**config.mk**
```make
export PLATFORM = sky130hd
export DESIGN_NAME = ps2_kbd_ctrl_flat
export DESIGN_NICKNAME = d
export VERILOG_FILES = /design/src/rtl/ps2_kbd_ctrl_if.sv /design/src/rtl/ps2_kbd_ctrl.sv /design/src/flat_wrapper.sv
export SDC_FILE = /design/constraint.sdc
export NUM_CORES = 1
export LEC_CHECK = 0
export ABC_AREA = 1
export CELL_PAD_IN_SITES_DETAIL_PLACEMENT = 0
export CELL_PAD_IN_SITES_GLOBAL_PLACEMENT = 1
export CORE_AREA = 10 10 154 156
export CTS_CLUSTER_DIAMETER = 120
export CTS_CLUSTER_SIZE = 40
export DETAILED_ROUTE_END_ITERATION = 16
export DIE_AREA = 0 0 164 166
export PLACE_DENSITY = 0.67
export SYNTH_ARGS = -nofsm -noshare
export SYNTH_HDL_FRONTEND = slang
export SYNTH_SLANG_ARGS = --single-unit
```
**constraint.sdc**
```tcl
create_clock -name clk -period 4.2 [get_ports clk]
set_input_delay 0.84 -clock clk [delete_from_list [all_inputs] [get_ports clk]]
set_output_delay 0.84 -clock clk [all_outputs]
set_load 0.005 [all_outputs]
```
**src/rtl/ps2_kbd_ctrl_if.sv**
```systemverilog
`default_nettype none
// ============================================================================
// Module      : ps2_kbd_ctrl_if
// Description : Byte-in / event-out handshake bundle for the PS/2 keyboard
//               protocol controller. The slave modport is the controller side.
//               The master modport is the side that supplies bytes and
//               consumes events.
// Revision    : 1.0 - initial release
// ============================================================================
interface ps2_kbd_ctrl_if;
    logic [7:0] rx_data;
    logic       rx_valid;
    logic       ev_valid;
    logic [9:0] ev_data;
    logic       ev_ready;

    modport master (
        output rx_data, rx_valid, ev_ready,
        input  ev_valid, ev_data
    );

    modport slave (
        input  rx_data, rx_valid, ev_ready,
        output ev_valid, ev_data
    );
endinterface
`default_nettype wire

```
**src/rtl/ps2_kbd_ctrl.sv**
```systemverilog
`default_nettype none
// ============================================================================
// Module      : ps2_kbd_ctrl
// Description : Set-2 scancode decoder (E0 extended / F0 break prefixes).
//               Decoded key events go into a first-word-fall-through event
//               FIFO that the consumer drains over a valid/ready handshake.
//               The module also tracks the held key, a press counter and a
//               sticky overflow flag.
//               Optional macro KBD_REPEAT_FILTER_EN: drops typematic repeats
//               of the currently held key.
// Revision    : 1.0 - initial release
// ============================================================================
module ps2_kbd_ctrl #(
    parameter int          DEPTH   = 8,
    parameter logic [19:0] TIMEOUT = 20'd1000000
) (
    input  wire logic                       clk,
    input  wire logic                       reset,
    ps2_kbd_ctrl_if.slave                   kbd,
    output logic [$clog2(DEPTH+1)-1:0]      o_fifo_count,
    output logic                            o_overflow,
    input  wire logic                       i_ovf_clr,
    output logic                            o_key_down,
    output logic [8:0]                      o_last_key,
    output logic [7:0]                      o_press_cnt
);

    localparam int AW = $clog2(DEPTH);
    localparam int CW = $clog2(DEPTH+1);

    typedef enum logic [1:0] {
        ST_IDLE    = 2'd0,
        ST_EXT     = 2'd1,
        ST_BRK     = 2'd2,
        ST_EXT_BRK = 2'd3
    } state_t;

    state_t      r_state;
    state_t      w_state_nxt;
    logic [19:0] r_to_cnt;
    logic        w_emit;
    logic        w_ext;
    logic        w_brk;
    logic        w_is_repeat;
    logic        w_push;
    logic        w_rd;
    logic        w_wr;
    logic        w_full;
    logic [9:0]  w_ev;

    logic [9:0]    r_mem [DEPTH];
    logic [AW-1:0] r_wr_ptr;
    logic [AW-1:0] r_rd_ptr;
    logic [CW-1:0] r_count;
    logic          r_overflow;
    logic          r_key_down;
    logic [8:0]    r_last_key;
    logic [7:0]    r_press_cnt;

    // Decoder state register
    always_ff @(posedge clk) begin
        if (reset) r_state <= ST_IDLE;
        else       r_state <= w_state_nxt;
    end

    // Prefix timeout counter: runs only while a prefix is pending and no byte arrives
    always_ff @(posedge clk) begin
        if (reset || kbd.rx_valid || r_state == ST_IDLE) r_to_cnt <= 20'd0;
        else                                             r_to_cnt <= r_to_cnt + 20'd1;
    end

    // Next-state and event decode for one incoming byte
    always_comb begin
        w_state_nxt = r_state;
        w_emit      = 1'b0;
        w_ext       = 1'b0;
        w_brk       = 1'b0;
        if (kbd.rx_valid) begin
            unique case (r_state)
                ST_IDLE: begin
                    if (kbd.rx_data == 8'hE0)      w_state_nxt = ST_EXT;
                    else if (kbd.rx_data == 8'hF0) w_state_nxt = ST_BRK;
                    else if (kbd.rx_data == 8'h00 || kbd.rx_data == 8'hFF ||
                             kbd.rx_data == 8'hAA || kbd.rx_data == 8'hEE ||
                             kbd.rx_data == 8'hFA || kbd.rx_data == 8'hFE) begin
                        // Controller responses and error codes carry no key event
                        w_state_nxt = ST_IDLE;
                    end
                    else w_emit = 1'b1;
                end
                ST_EXT: begin
                    if (kbd.rx_data == 8'hF0)      w_state_nxt = ST_EXT_BRK;
                    else if (kbd.rx_data != 8'hE0) begin
                        w_emit      = 1'b1;
                        w_ext       = 1'b1;
                        w_state_nxt = ST_IDLE;
                    end
                end
                ST_BRK: begin
                    if (kbd.rx_data != 8'hF0 && kbd.rx_data != 8'hE0) begin
                        w_emit      = 1'b1;
                        w_brk       = 1'b1;
                        w_state_nxt = ST_IDLE;
                    end
                end
                default: begin
                    if (kbd.rx_data != 8'hF0 && kbd.rx_data != 8'hE0) begin
                        w_emit      = 1'b1;
                        w_ext       = 1'b1;
                        w_brk       = 1'b1;
                        w_state_nxt = ST_IDLE;
                    end
                end
            endcase
        end
        else if (r_state != ST_IDLE && r_to_cnt == TIMEOUT - 20'd1) begin
            w_state_nxt = ST_IDLE;
        end
    end

    assign w_ev = {w_ext, w_brk, kbd.rx_data};

`ifdef KBD_REPEAT_FILTER_EN
    // A make of the key already held down is a typematic repeat
    assign w_is_repeat = w_emit && !w_brk && r_key_down &&
                         ({w_ext, kbd.rx_data} == r_last_key);
`else
    assign w_is_repeat = 1'b0;
`endif

    assign w_push = w_emit && !w_is_repeat;
    assign w_full = (r_count == CW'(DEPTH));
    assign w_rd   = kbd.ev_ready && (r_count != '0);
    // A push into a full FIFO still lands if the head leaves in the same cycle
    assign w_wr   = w_push && (!w_full || w_rd);

    // Event storage, cleared so the head reads zero out of reset
    always_ff @(posedge clk) begin
        if (reset) begin
            for (int i = 0; i < DEPTH; i++) r_mem[i] <= 10'd0;
        end
        else if (w_wr) begin
            r_mem[r_wr_ptr] <= w_ev;
        end
    end

    // FIFO pointers and occupancy
    always_ff @(posedge clk) begin
        if (reset) begin
            r_wr_ptr <= '0;
            r_rd_ptr <= '0;
            r_count  <= '0;
        end
        else begin
            if (w_wr) r_wr_ptr <= r_wr_ptr + AW'(1);
            if (w_rd) r_rd_ptr <= r_rd_ptr + AW'(1);
            if (w_wr && !w_rd)      r_count <= r_count + CW'(1);
            else if (!w_wr && w_rd) r_count <= r_count - CW'(1);
        end
    end

    // Sticky overflow; an explicit clear beats a same-cycle drop
    always_ff @(posedge clk) begin
        if (reset || i_ovf_clr)              r_overflow <= 1'b0;
        else if (w_push && w_full && !w_rd)  r_overflow <= 1'b1;
    end

    // Held-key tracking follows only events that made it into the FIFO
    always_ff @(posedge clk) begin
        if (reset) begin
            r_key_down  <= 1'b0;
            r_last_key  <= 9'd0;
            r_press_cnt <= 8'd0;
        end
        else if (w_wr) begin
            if (!w_brk) begin
                r_last_key  <= {w_ext, kbd.rx_data};
                r_key_down  <= 1'b1;
                r_press_cnt <= r_press_cnt + 8'd1;
            end
            else if ({w_ext, kbd.rx_data} == r_last_key) begin
                r_key_down <= 1'b0;
            end
        end
    end

    assign kbd.ev_valid = (r_count != '0);
    assign kbd.ev_data  = r_mem[r_rd_ptr];
    assign o_fifo_count = r_count;
    assign o_overflow   = r_overflow;
    assign o_key_down   = r_key_down;
    assign o_last_key   = r_last_key;
    assign o_press_cnt  = r_press_cnt;

endmodule
`default_nettype wire

```
**src/flat_wrapper.sv**
```systemverilog
// flat-port wrapper written by rule: the top's interface ports become plain ports
module ps2_kbd_ctrl_flat 
#(
    parameter int          DEPTH   = 8,
    parameter logic [19:0] TIMEOUT = 20'd1000000
)
  (clk, reset, o_fifo_count, o_overflow, i_ovf_clr, o_key_down, o_last_key, o_press_cnt, kbd_rx_data, kbd_rx_valid, kbd_ev_ready, kbd_ev_valid, kbd_ev_data);
  ps2_kbd_ctrl_if kbd_i ();
  input  wire logic clk;
  input  wire logic reset;
  output logic [$clog2(DEPTH+1)-1:0] o_fifo_count;
  output logic o_overflow;
  input  wire logic i_ovf_clr;
  output logic o_key_down;
  output logic [8:0] o_last_key;
  output logic [7:0] o_press_cnt;
  input wire logic [$bits(kbd_i.rx_data)-1:0] kbd_rx_data;
  input wire logic [$bits(kbd_i.rx_valid)-1:0] kbd_rx_valid;
  input wire logic [$bits(kbd_i.ev_ready)-1:0] kbd_ev_ready;
  output wire logic [$bits(kbd_i.ev_valid)-1:0] kbd_ev_valid;
  output wire logic [$bits(kbd_i.ev_data)-1:0] kbd_ev_data;
  assign kbd_i.rx_data = kbd_rx_data;
  assign kbd_i.rx_valid = kbd_rx_valid;
  assign kbd_i.ev_ready = kbd_ev_ready;
  assign kbd_ev_valid = kbd_i.ev_valid;
  assign kbd_ev_data = kbd_i.ev_data;
  ps2_kbd_ctrl #(.DEPTH(DEPTH), .TIMEOUT(TIMEOUT)) u_core (.clk(clk), .reset(reset), .kbd(kbd_i), .o_fifo_count(o_fifo_count), .o_overflow(o_overflow), .i_ovf_clr(i_ovf_clr), .o_key_down(o_key_down), .o_last_key(o_last_key), .o_press_cnt(o_press_cnt));
endmodule
```
; Yosys cells after proc, flatten, opt, wreduce, memory -nomap -nowiden
; Memories as Yosys holds them, arrays and structs flattened. A register that Yosys moved wholly into a read port is not among the register bits.
; Cells that the tools add are included.
[op_classes]
addsub = 6
n_eq_ne = 18
muxes = 35
bitwise_logic = 1
n_reduce_logical = 32
[ops]
columns = operator, n
row1 = "8-bit equality test, second input constant", 7
row2 = "20-bit by 1-bit adder with 20-bit output, second input constant", 1
row3 = "20-bit equality test, second input constant", 1
row4 = 1-bit two-way mux, 18
row5 = 2-bit two-way mux, 8
row6 = "8-bit != test, second input constant", 2
row7 = 10-bit two-way mux, 1
row8 = 10-bit OR reduction, 1
row9 = 9-bit equality test, 1
row10 = 1-bit logical OR, 9
row11 = 3-bit two-way mux, 3
row12 = "8-bit by 1-bit adder with 8-bit output, second input constant", 1
row13 = 1-bit logical AND, 8
row14 = 8-bit logical NOT, 1
row15 = 4-bit two-way mux, 2
row16 = "3-bit by 1-bit adder with 3-bit output, second input constant", 2
row17 = 2-bit nonzero test, 3
row18 = "5-bit != test, second input constant", 1
row19 = "4-bit by 1-bit adder with 4-bit output, second input constant", 1
row20 = "4-bit equality test, second input constant", 1
row21 = "4-bit by 1-bit != test with 1-bit output, second input constant", 1
row22 = "4-bit by 2-bit != test with 1-bit output, second input constant", 1
row23 = 1-bit case mux with 2 select lines, 2
row24 = 2-bit case mux with 2 select lines, 1
row25 = 11 further kinds, 15
[totals]
register_bits = 51
mem_bits_rw = 80
inputBits = 13
elab_cells = 102
mem_count = 1
[memory_table]
columns = memory, depth, width, read_ports, rd_clocked_by_memory_dff, wr, line
row1 = u_core.r_mem, 8, 10, 1, 1, 8, ps2_kbd_ctrl.sv:51  ; logic [9:0] r_mem [DEPTH];

; Longest topological paths before layout
; Gate-level depths: netlist (run 1).
[logic_depth]
word_depth = 17
ltp_mapped = 21

; Worst setup path before layout (run 1)
; Ideal clock, no wire load.
[synth_timing]
kind = input port to flip-flop
from = in kbd_rx_data[7]
to = reg u_core.r_count[3] (netlist: u_core.o_fifo_count[3])
setup_ns = 0.119
t_arrival_ns = 2.848
t_required_ns = 4.081
setup_slack_ns = 1.233
cell_stages = 19
n_path_buf = 1
cell_sequence = buf_2 nand2_1 nor2_2 o21ai_4 nand2_2 clkinv_2 nand3_4 inv_1 ha_1 inv_1 ha_1 nand2_1 nand2_1 a21oi_1 nor2_1 nor2_1 nand2_1 o21ai_0 a21oi_1
[synth_via]
elab_chain_cells = 15
[synth_rtl]
columns = element, line
row1 = "start, declared", flat_wrapper.sv:17  ; input wire logic [$bits(kbd_i.rx_data)-1:0] kbd_rx_data;
row2 = 8-bit equality test / 8-bit logical NOT (equally long branches), ps2_kbd_ctrl.sv:83  ; else if (kbd.rx_data == 8'h00 || kbd.rx_data == 8'hFF ||
row3 = 1-bit logical OR (2 in series), ps2_kbd_ctrl.sv:83
row4 = 1-bit logical OR (2 in series), ps2_kbd_ctrl.sv:84  ; kbd.rx_data == 8'hAA || kbd.rx_data == 8'hEE ||
row5 = 1-bit logical OR, ps2_kbd_ctrl.sv:85  ; kbd.rx_data == 8'hFA || kbd.rx_data == 8'hFE) begin
row6 = 1-bit two-way mux, ps2_kbd_ctrl.sv:83
row7 = 1-bit two-way mux, ps2_kbd_ctrl.sv:82  ; else if (kbd.rx_data == 8'hF0) w_state_nxt = ST_BRK;
row8 = 1-bit two-way mux, ps2_kbd_ctrl.sv:81  ; if (kbd.rx_data == 8'hE0) w_state_nxt = ST_EXT;
row9 = 1-bit case mux with 2 select lines *, ps2_kbd_ctrl.sv:79  ; unique case (r_state)
row10 = 1-bit two-way mux *, ps2_kbd_ctrl.sv:78  ; if (kbd.rx_valid) begin
row11 = 1-bit logical AND *, ps2_kbd_ctrl.sv:135  ; assign w_wr = w_push && (!w_full || w_rd);
row12 = named net u_core.w_wr, ps2_kbd_ctrl.sv:47  ; logic w_wr;
row13 = 1-bit logical NOT, ps2_kbd_ctrl.sv:158  ; else if (!w_wr && w_rd) r_count <= r_count - CW'(1);
row14 = 1-bit logical AND, ps2_kbd_ctrl.sv:158
row15 = 2-bit nonzero test (no source line), n/a
row16 = "end signal, assigned", ps2_kbd_ctrl.sv:157  ; if (w_wr && !w_rd) r_count <= r_count + CW'(1);
row17 = "end signal, assigned", ps2_kbd_ctrl.sv:158
row18 = "end, declared", ps2_kbd_ctrl.sv:54  ; logic [CW-1:0] r_count;
; The timed path passes the listed nets; every way through them passes the cells marked *.
; A chain may end at the register's enable or synchronous reset.

==> impl_metrics.json, run 1 <==
{
  "global_route_wire_length_before_repair_um": 27400,
  "antenna-diode-count": 0,
  "layout_worst_path_cycle_share_pct": 84.8,
  "cts_repair_resize_count": 0,
  "filler_cell_count": 2127,
  "post-synth-top-area-fraction_pct": 35.9,
  "drt-vias-per-instance": 4.66,
  "max-clock-path-buffers": 2,
  "power.static_leakage_nw": 2.82,
  "synth_area_leader_cell": "sky130_fd_sc_hd__edfxtp_1",
  "maxSlewViolCount": 0,
  "width_of_the_chip_um": 164,
  "critical_path.top_delay_family": "buffers and inverters",
  "num_vias": 4994,
  "ctsHoldBuffers": 0,
  "initial_utilization_pct": 32.4,
  "fin_setup_tns_ns": 0,
  "worst-setup-path-type": "reg -> out",
  "synthesis.instances": 738,
  "power_density_mw_per_mm2": 514,
  "run_status": "complete, no violations",
  "regToRegStartpoint": "u_core.o_fifo_count[0]",
  "worst_setup_path_end_kind": "output pin",
  "r2r_setup_slack_ns": 1.24,
  "yosysWarnings": 0,
  "detail_route.iter0.violations": 371,
  "remaining_drc_errors": 0,
  "wl_per_cell_um": 15.9,
  "synth.yosys.seq_area_share_pct": 52.0,
  "preCtsSetupSlack_ns": 0.336,
  "final_number_of_hold_violating_endpoints": 0,
  "min-delay-path-class": "reg -> reg",
  "max_stage_delay_ns": 0.73,
  "area.growth.synth_to_final_pct": 20.2,
  "max_cap_check_violation_count": 0,
  "fin_hold_ws_ns": 0.441,
  "grt_setup_unrepaired": "no",
  "critical_path.n_buffers_inverters": 2,
  "vdd.ir_drop.worst_v": 0.000309,
  "clock_tree.root_cell": "sky130_fd_sc_hd__clkbuf_16",
  "hold-path-cell-count": 2,
  "floorplan.die_area_mm2": 0.0272,
  "holdPathEnd": "u_core.r_to_cnt[4]",
  "placer_s_final_routability_congestion_estimate": 0.764,
  "synth-async-reset-ratio_pct": 0,
  "core_region_area_mm2": 0.0207,
  "syn_avg_cell_area_um2": 9.07,
  "port_buffers": 46,
  "postSynthRegisterBits": 134,
  "final_layout_size_suffix_gt1_share_pct": 16.5,
  "synth-edff-count": 80,
  "synthesis.area_mm2": 0.00669,
  "drtAntennaViolNets": 0,
  "detailed_place_hpwl_um": 11600,
  "cts_tree": "built",
  "synth_flop_cell": "sky130_fd_sc_hd__edfxtp_1",
  "path_max_fanout": 16,
  "clock_tree.htree_level_count": 4,
  "cts_made_buffers": 17,
  "hold_path_startpoint": "u_core.r_to_cnt[4]",
  "worst-endpoint-arrival_ns": 2.72,
  "place.detailed.instances": 1039,
  "timing.final.setup_violations": 0,
  "path_cells": "buf_4, o21ai_0, o22ai_1, nor2_1, a31oi_1, clkdlybuf4s50_1",
  "die_h_um": 166,
  "clock_latency_on_the_worst_skew_pair_ns": 0.43,
  "r2r_end": "u_core.o_fifo_count[3]",
  "timing.final.crit_period_ns": 3.56,
  "grt_overflow": 0,
  "final-instance-count-excl-fill": 1071,
  "drt-total-wl_um": 17000,
  "finalNetCount": 804,
  "clkTransAtPathRegs_ns": 0.06,
  "worstSetupStartpointType": "register",
  "layout_setup_ws_ns": 0.638,
  "grt_max_degree": 61,
  "clock_sink_count": 134,
  "number_of_global_route_vias_before_repair": 4911,
  "grt.total_usage_pct": 12.8,
  "antenna_found_initial": 0,
  "path_depth": 6,
  "io_pins": 47,
  "achievable-frequency_ghz": 0.281,
  "worst_clock_skew_ns": 0.00956,
  "yosys_cell_types": 36,
  "finalCoreUtilization_pct": 38.9,
  "timing.max_slew.rel_slack_pct": 48.0,
  "drt_pass1_iterations": 5,
  "worst-endpoint-required_ns": 3.36,
  "syn_nets": 759,
  "synth.top_cells.by_area": "sky130_fd_sc_hd__edfxtp_1 36%, sky130_fd_sc_hd__dfxtp_1 16%, sky130_fd_sc_hd__nor3_2 9.1%, sky130_fd_sc_hd__nor2_1 8.1%, sky130_fd_sc_hd__nand2_1 5.4%",
  "post_cts.repair.setup_buffers": 0,
  "worst-r2r-cell-count": 17,
  "worst_path_max_delay_cell": "sky130_fd_sc_hd__dfxtp_1",
  "placementRows": 53,
  "tightest_slew_ns": 0.779
}
[kinds of logic (layout without fill, tap and decap cells)]
kind of cell             count (synthesis)  in the layout  share of synthesized area, %
XOR/XNOR                                16             16                          2.09
adder cells (fa/ha/maj)                  8              8                          1.61
flip-flops                             134            134                          52.0
AO/OA/AOI/OAI                          130            130                          10.4
buffers and inverters                  102            160                          6.88
AND/OR/NAND/NOR                        348            348                          27.0
[flip-flops by register name, indices dropped and copies added, names as in the netlist, named ones only]
register and count:
u_core.r_to_cnt 20, u_core.o_last_key 9, u_core.o_key_down 1, u_core.o_fifo_count 4, u_core.r_state 2, u_core.o_overflow 1, u_core.o_press_cnt 8, u_core.r_rd_ptr 3
u_core.r_wr_ptr 3, u_core.r_mem 80
[worst register-to-register path, delay by kind of cell (launching register included)]
kind                     cells  cell delay (ns)
flip-flops                   1             0.37
buffers and inverters        2             0.22
adder cells (fa/ha/maj)      2             0.47
AO/OA/AOI/OAI                3             0.39
AND/OR/NAND/NOR             10             1.41
[stage by stage]
stage / total power [mW] / area (µm²)
after floorplan: 2.20 / 6690
after global placement: 2.65 / 7430
after detailed placement: 2.65 / 7430
after CTS: 4.20 / 8040
after global routing: 4.36 / 8040
final: 4.14 / 8040
[cell usage after synthesis (2+ instances only)]
cell type,n
sky130_fd_sc_hd__nor2_1,144
sky130_fd_sc_hd__nand2_1,97
sky130_fd_sc_hd__edfxtp_1,80
sky130_fd_sc_hd__o21ai_0,64
sky130_fd_sc_hd__nor3_2,61
sky130_fd_sc_hd__dfxtp_1,54
sky130_fd_sc_hd__inv_1,53
sky130_fd_sc_hd__a21oi_1,41
sky130_fd_sc_hd__clkbuf_1,25
sky130_fd_sc_hd__nand3_1,16
sky130_fd_sc_hd__a31oi_1,10
sky130_fd_sc_hd__nand4_1,10
sky130_fd_sc_hd__o22ai_1,10
sky130_fd_sc_hd__xor2_1,10
sky130_fd_sc_hd__nor3_1,9
sky130_fd_sc_hd__buf_6,8
sky130_fd_sc_hd__inv_2,8
sky130_fd_sc_hd__ha_1,7
sky130_fd_sc_hd__xnor2_1,6
sky130_fd_sc_hd__buf_2,4
sky130_fd_sc_hd__buf_4,3
sky130_fd_sc_hd__nand2_2,2
sky130_fd_sc_hd__nor2_4,2
sky130_fd_sc_hd__o21ai_1,2
[area by class of cell]
type | count | area, µm² | share of cell area, %
Timing Repair Buffer | 66 | 623 | 7.75
Inverter | 62 | 234 | 2.91
Multi-Input combinational cell | 502 | 2750 | 34.2
Tap cell | 275 | 344 | 4.28
Clock buffer | 20 | 458 | 5.69
Clock inverter | 12 | 151 | 1.88
Sequential cell | 134 | 3480 | 43.3
[placed cells by master (no fill, tap or decap), types with 2 or more instances in the layout]
cell                              count
sky130_fd_sc_hd__clkinv_4             2
sky130_fd_sc_hd__o21ai_1              2
sky130_fd_sc_hd__nand2_2              2
sky130_fd_sc_hd__inv_2                8
sky130_fd_sc_hd__nor3_2              61
sky130_fd_sc_hd__nor3_1               9
sky130_fd_sc_hd__buf_4               19
sky130_fd_sc_hd__nor2_4               2
sky130_fd_sc_hd__nor2_1             144
sky130_fd_sc_hd__bufinv_16            3
sky130_fd_sc_hd__nand2_1             97
sky130_fd_sc_hd__inv_1               53
sky130_fd_sc_hd__dfxtp_1             54
sky130_fd_sc_hd__xnor2_1              6
sky130_fd_sc_hd__clkinv_2             5
sky130_fd_sc_hd__clkinvlp_4           2
sky130_fd_sc_hd__o21ai_0             64
sky130_fd_sc_hd__xor2_1              10
sky130_fd_sc_hd__ha_1                 7
sky130_fd_sc_hd__o22ai_1             10
sky130_fd_sc_hd__clkdlybuf4s50_1     46
sky130_fd_sc_hd__clkbuf_1             2
sky130_fd_sc_hd__edfxtp_1            80
sky130_fd_sc_hd__nand4_1             10
sky130_fd_sc_hd__clkbuf_16           18
sky130_fd_sc_hd__nand3_1             16
sky130_fd_sc_hd__a31oi_1             10
sky130_fd_sc_hd__a21oi_1             41
[power by group]
part / internal [mW] / switching [mW]
Clock: 0.967 / 0.570
Combinational: 0.419 / 0.588
Sequential: 1.50 / 0.0941
[routing by layer]
layer	routed length [µm]	GRT usage, %	share of wire, %
met5	0	0	0
met4	255	4.66	1.5
met3	802	3.00	4.7
met2	8210	20.7	48
met1	7760	16.2	46
[worst max-delay path by stage]
stage | from | to | slack [ns]
final | register | kbd_ev_data[3] | 0.64
after global placement | kbd_rx_data[6] | u_core.o_fifo_count[3] | 0.39
after floorplan | kbd_rx_data[7] | u_core.o_fifo_count[3] | 1.23
after global routing | kbd_rx_data[6] | u_core.o_fifo_count[3] | 0.43
after detailed placement | kbd_rx_data[6] | u_core.o_fifo_count[3] | 0.34
after CTS | register | kbd_ev_data[3] | 0.58
Note: power is estimated with default switching activity, not from simulation.
==> run 2: changes to the inputs <==
- PLACE_DENSITY: 0.67 -> 0.7
- clock period: 4.2 -> 3.25 ns (I/O delays scaled with it)
==> impl_metrics.json, run 2 (same netlist as run 1, synthesis figures left out) <==
{
  "run_status": "complete, no violations",
  "grt.total_usage_pct": 12.1,
  "layout_worst_path_cycle_share_pct": 93.0,
  "number_of_global_route_vias_before_repair": 5059,
  "wl_per_cell_um": 14.7,
  "grt_overflow": 0,
  "regToRegStartpoint": "u_core.o_fifo_count[0]",
  "hold-path-cell-count": 2,
  "cts_repair_resize_count": 0,
  "worst-r2r-cell-count": 17,
  "critical_path.top_delay_family": "buffers and inverters",
  "placer_s_final_routability_congestion_estimate": 0.752,
  "layout_common_cells": "144 x sky130_fd_sc_hd__nor2_1, 97 x sky130_fd_sc_hd__nand2_1, 80 x sky130_fd_sc_hd__edfxtp_1, 64 x sky130_fd_sc_hd__o21ai_0, 61 x sky130_fd_sc_hd__nor3_2",
  "timing.max_slew.rel_slack_pct": 55.0,
  "worst-setup-path-type": "reg -> out",
  "sequential_cell_area_mm2": 0.00348,
  "power.total_mw": 5.21,
  "drt-total-wl_um": 16200,
  "hold_path_startpoint": "u_core.r_to_cnt[4]",
  "drt-vias-per-instance": 4.65,
  "detail_route.iter0.violations": 294,
  "detailed_place_hpwl_um": 11400,
  "antenna_found_initial": 0,
  "cts_tree": "built",
  "path_cells": "clkinvlp_4, buf_4, o21ai_0, a31oi_1, clkdlybuf4s50_1",
  "global_route_wire_length_before_repair_um": 26400,
  "filler_cell_count": 2109,
  "initial_utilization_pct": 32.4,
  "critical_path.n_buffers_inverters": 3,
  "mostFrequentLayoutCell": "sky130_fd_sc_hd__nor2_1",
  "worstSetupStartpointType": "register",
  "width_of_the_chip_um": 164,
  "remaining_drc_errors": 0,
  "antenna-diode-count": 0,
  "max_cap_check_violation_count": 0,
  "path_max_fanout": 23,
  "max-clock-path-buffers": 2,
  "final_layout_size_suffix_gt1_share_pct": 19.7,
  "drtAntennaViolNets": 0,
  "placementRows": 53,
  "r2r_setup_slack_ns": 0.70,
  "r2r_end": "u_core.o_fifo_count[3]",
  "worst_clock_skew_ns": 0.0115,
  "fin_hold_ws_ns": 0.446,
  "post_cts.repair.setup_buffers": 0,
  "final-instance-count-excl-fill": 1102,
  "achievable-frequency_ghz": 0.331,
  "worst_path_max_delay_cell": "sky130_fd_sc_hd__clkdlybuf4s50_1",
  "place.detailed.instances": 1070,
  "worst-endpoint-required_ns": 2.60,
  "multi_input_comb_area_mm2": 0.00275,
  "grt_setup_unrepaired": "no",
  "worst_setup_path_end_kind": "output pin",
  "clock_tree.root_cell": "sky130_fd_sc_hd__clkbuf_16",
  "timing.final.crit_period_ns": 3.02,
  "vdd.ir_drop.worst_v": 0.000398,
  "min-delay-path-class": "reg -> reg",
  "tightest_slew_ns": 0.673,
  "holdPathEnd": "u_core.r_to_cnt[4]",
  "clock_tree.htree_level_count": 4,
  "cts_made_buffers": 17,
  "top_register_by_number_of_flip_flops": "u_core.r_mem",
  "clock_latency_on_the_worst_skew_pair_ns": 0.43,
  "power_density_mw_per_mm2": 631,
  "flip_flop_count_of_the_largest_register_all_copies_and_words_added": 80,
  "io_pins": 47,
  "fin_setup_tns_ns": 0,
  "drt_pass1_iterations": 4,
  "ctsHoldBuffers": 0,
  "clkTransAtPathRegs_ns": 0.06,
  "num_vias": 5126,
  "maxSlewViolCount": 0,
  "area.growth.synth_to_final_pct": 23.3,
  "floorplan.die_area_mm2": 0.0272,
  "port_buffers": 46,
  "final_number_of_hold_violating_endpoints": 0,
  "die_h_um": 166,
  "worst-endpoint-arrival_ns": 2.37,
  "clock_sink_count": 134,
  "max_stage_delay_ns": 0.49,
  "timing.final.setup_violations": 0,
  "finalNetCount": 835,
  "power.static_leakage_nw": 2.94,
  "core_region_area_mm2": 0.0207,
  "grt_max_degree": 41
}
run 2: how the worst max path moves through the flow:
stage / startpoint / endpoint / depth (start not counted)
2_1_floorplan: kbd_rx_data[7] / u_core.o_fifo_count[3] / 19
3_3_place_gp: kbd_rx_data[7] / u_core.o_fifo_count[3] / 21
4_1_cts: register / kbd_ev_data[5] / 6
6_report: register / kbd_ev_data[6] / 5
3_5_place_dp: kbd_rx_data[7] / u_core.o_fifo_count[3] / 21
5_1_grt: register / kbd_ev_data[0] / 7
run 2: stage by stage:
| step | worst slack, ns | util, % | cell area [µm²] |
|---|---|---|---|
| final | 0.228 | 39.9 | 8250 |
| after global routing | 0.0113 | 39.9 | 8250 |
| after floorplan | 0.473 | - | 6690 |
| after detailed placement | -0.112 | 37.1 | 7680 |
| after CTS | 0.0197 | 39.8 | 8240 |
| after global placement | -0.0913 | 37.1 | 7680 |
run 2: layer usage:
layer  share of wire, %  global-route usage (%)  vias up  wire length, µm
li1                   -                       -     2644                -
met1                 45                    14.8     2411             7320
met2                 50                    20.3       65             8040
met3                4.5                    3.45        6              721
met4               0.48                    3.23        0               78
met5                  0                       0        -                0
run 2: area by class of cell:
cell class,count,share of cell area (%)
Clock inverter,15,1.58
Timing Repair Buffer,97,10.6
Sequential cell,134,42.2
Multi-Input combinational cell,502,33.3
Clock buffer,17,5.16
Inverter,62,2.93
Tap cell,275,4.17
run 2: where the power goes:
part           switching [mW]  leakage [nW]  internal, mW  total (mW)
logic                   0.787          1.40         0.585        1.37
registers              0.0861          1.27          1.94        2.02
clock network           0.757         0.268          1.05        1.81
run 2: worst reg2reg max path: stages, from the launching register on:
cell                      delay (ns)
sky130_fd_sc_hd__dfxtp_1        0.37
sky130_fd_sc_hd__nor2_1         0.16
sky130_fd_sc_hd__nand3_1        0.11
sky130_fd_sc_hd__nand2_1        0.10
sky130_fd_sc_hd__nand4_1        0.26
sky130_fd_sc_hd__nand3_4        0.17
sky130_fd_sc_hd__inv_1          0.07
sky130_fd_sc_hd__ha_1           0.21
sky130_fd_sc_hd__inv_1          0.10
sky130_fd_sc_hd__ha_1           0.23
sky130_fd_sc_hd__nand2_1        0.06
sky130_fd_sc_hd__nand2_1        0.05
sky130_fd_sc_hd__a21oi_1        0.15
sky130_fd_sc_hd__nor2_1         0.06
sky130_fd_sc_hd__nor2_1         0.08
sky130_fd_sc_hd__nand2_1        0.06
sky130_fd_sc_hd__o21ai_0        0.14
sky130_fd_sc_hd__a21oi_1        0.05
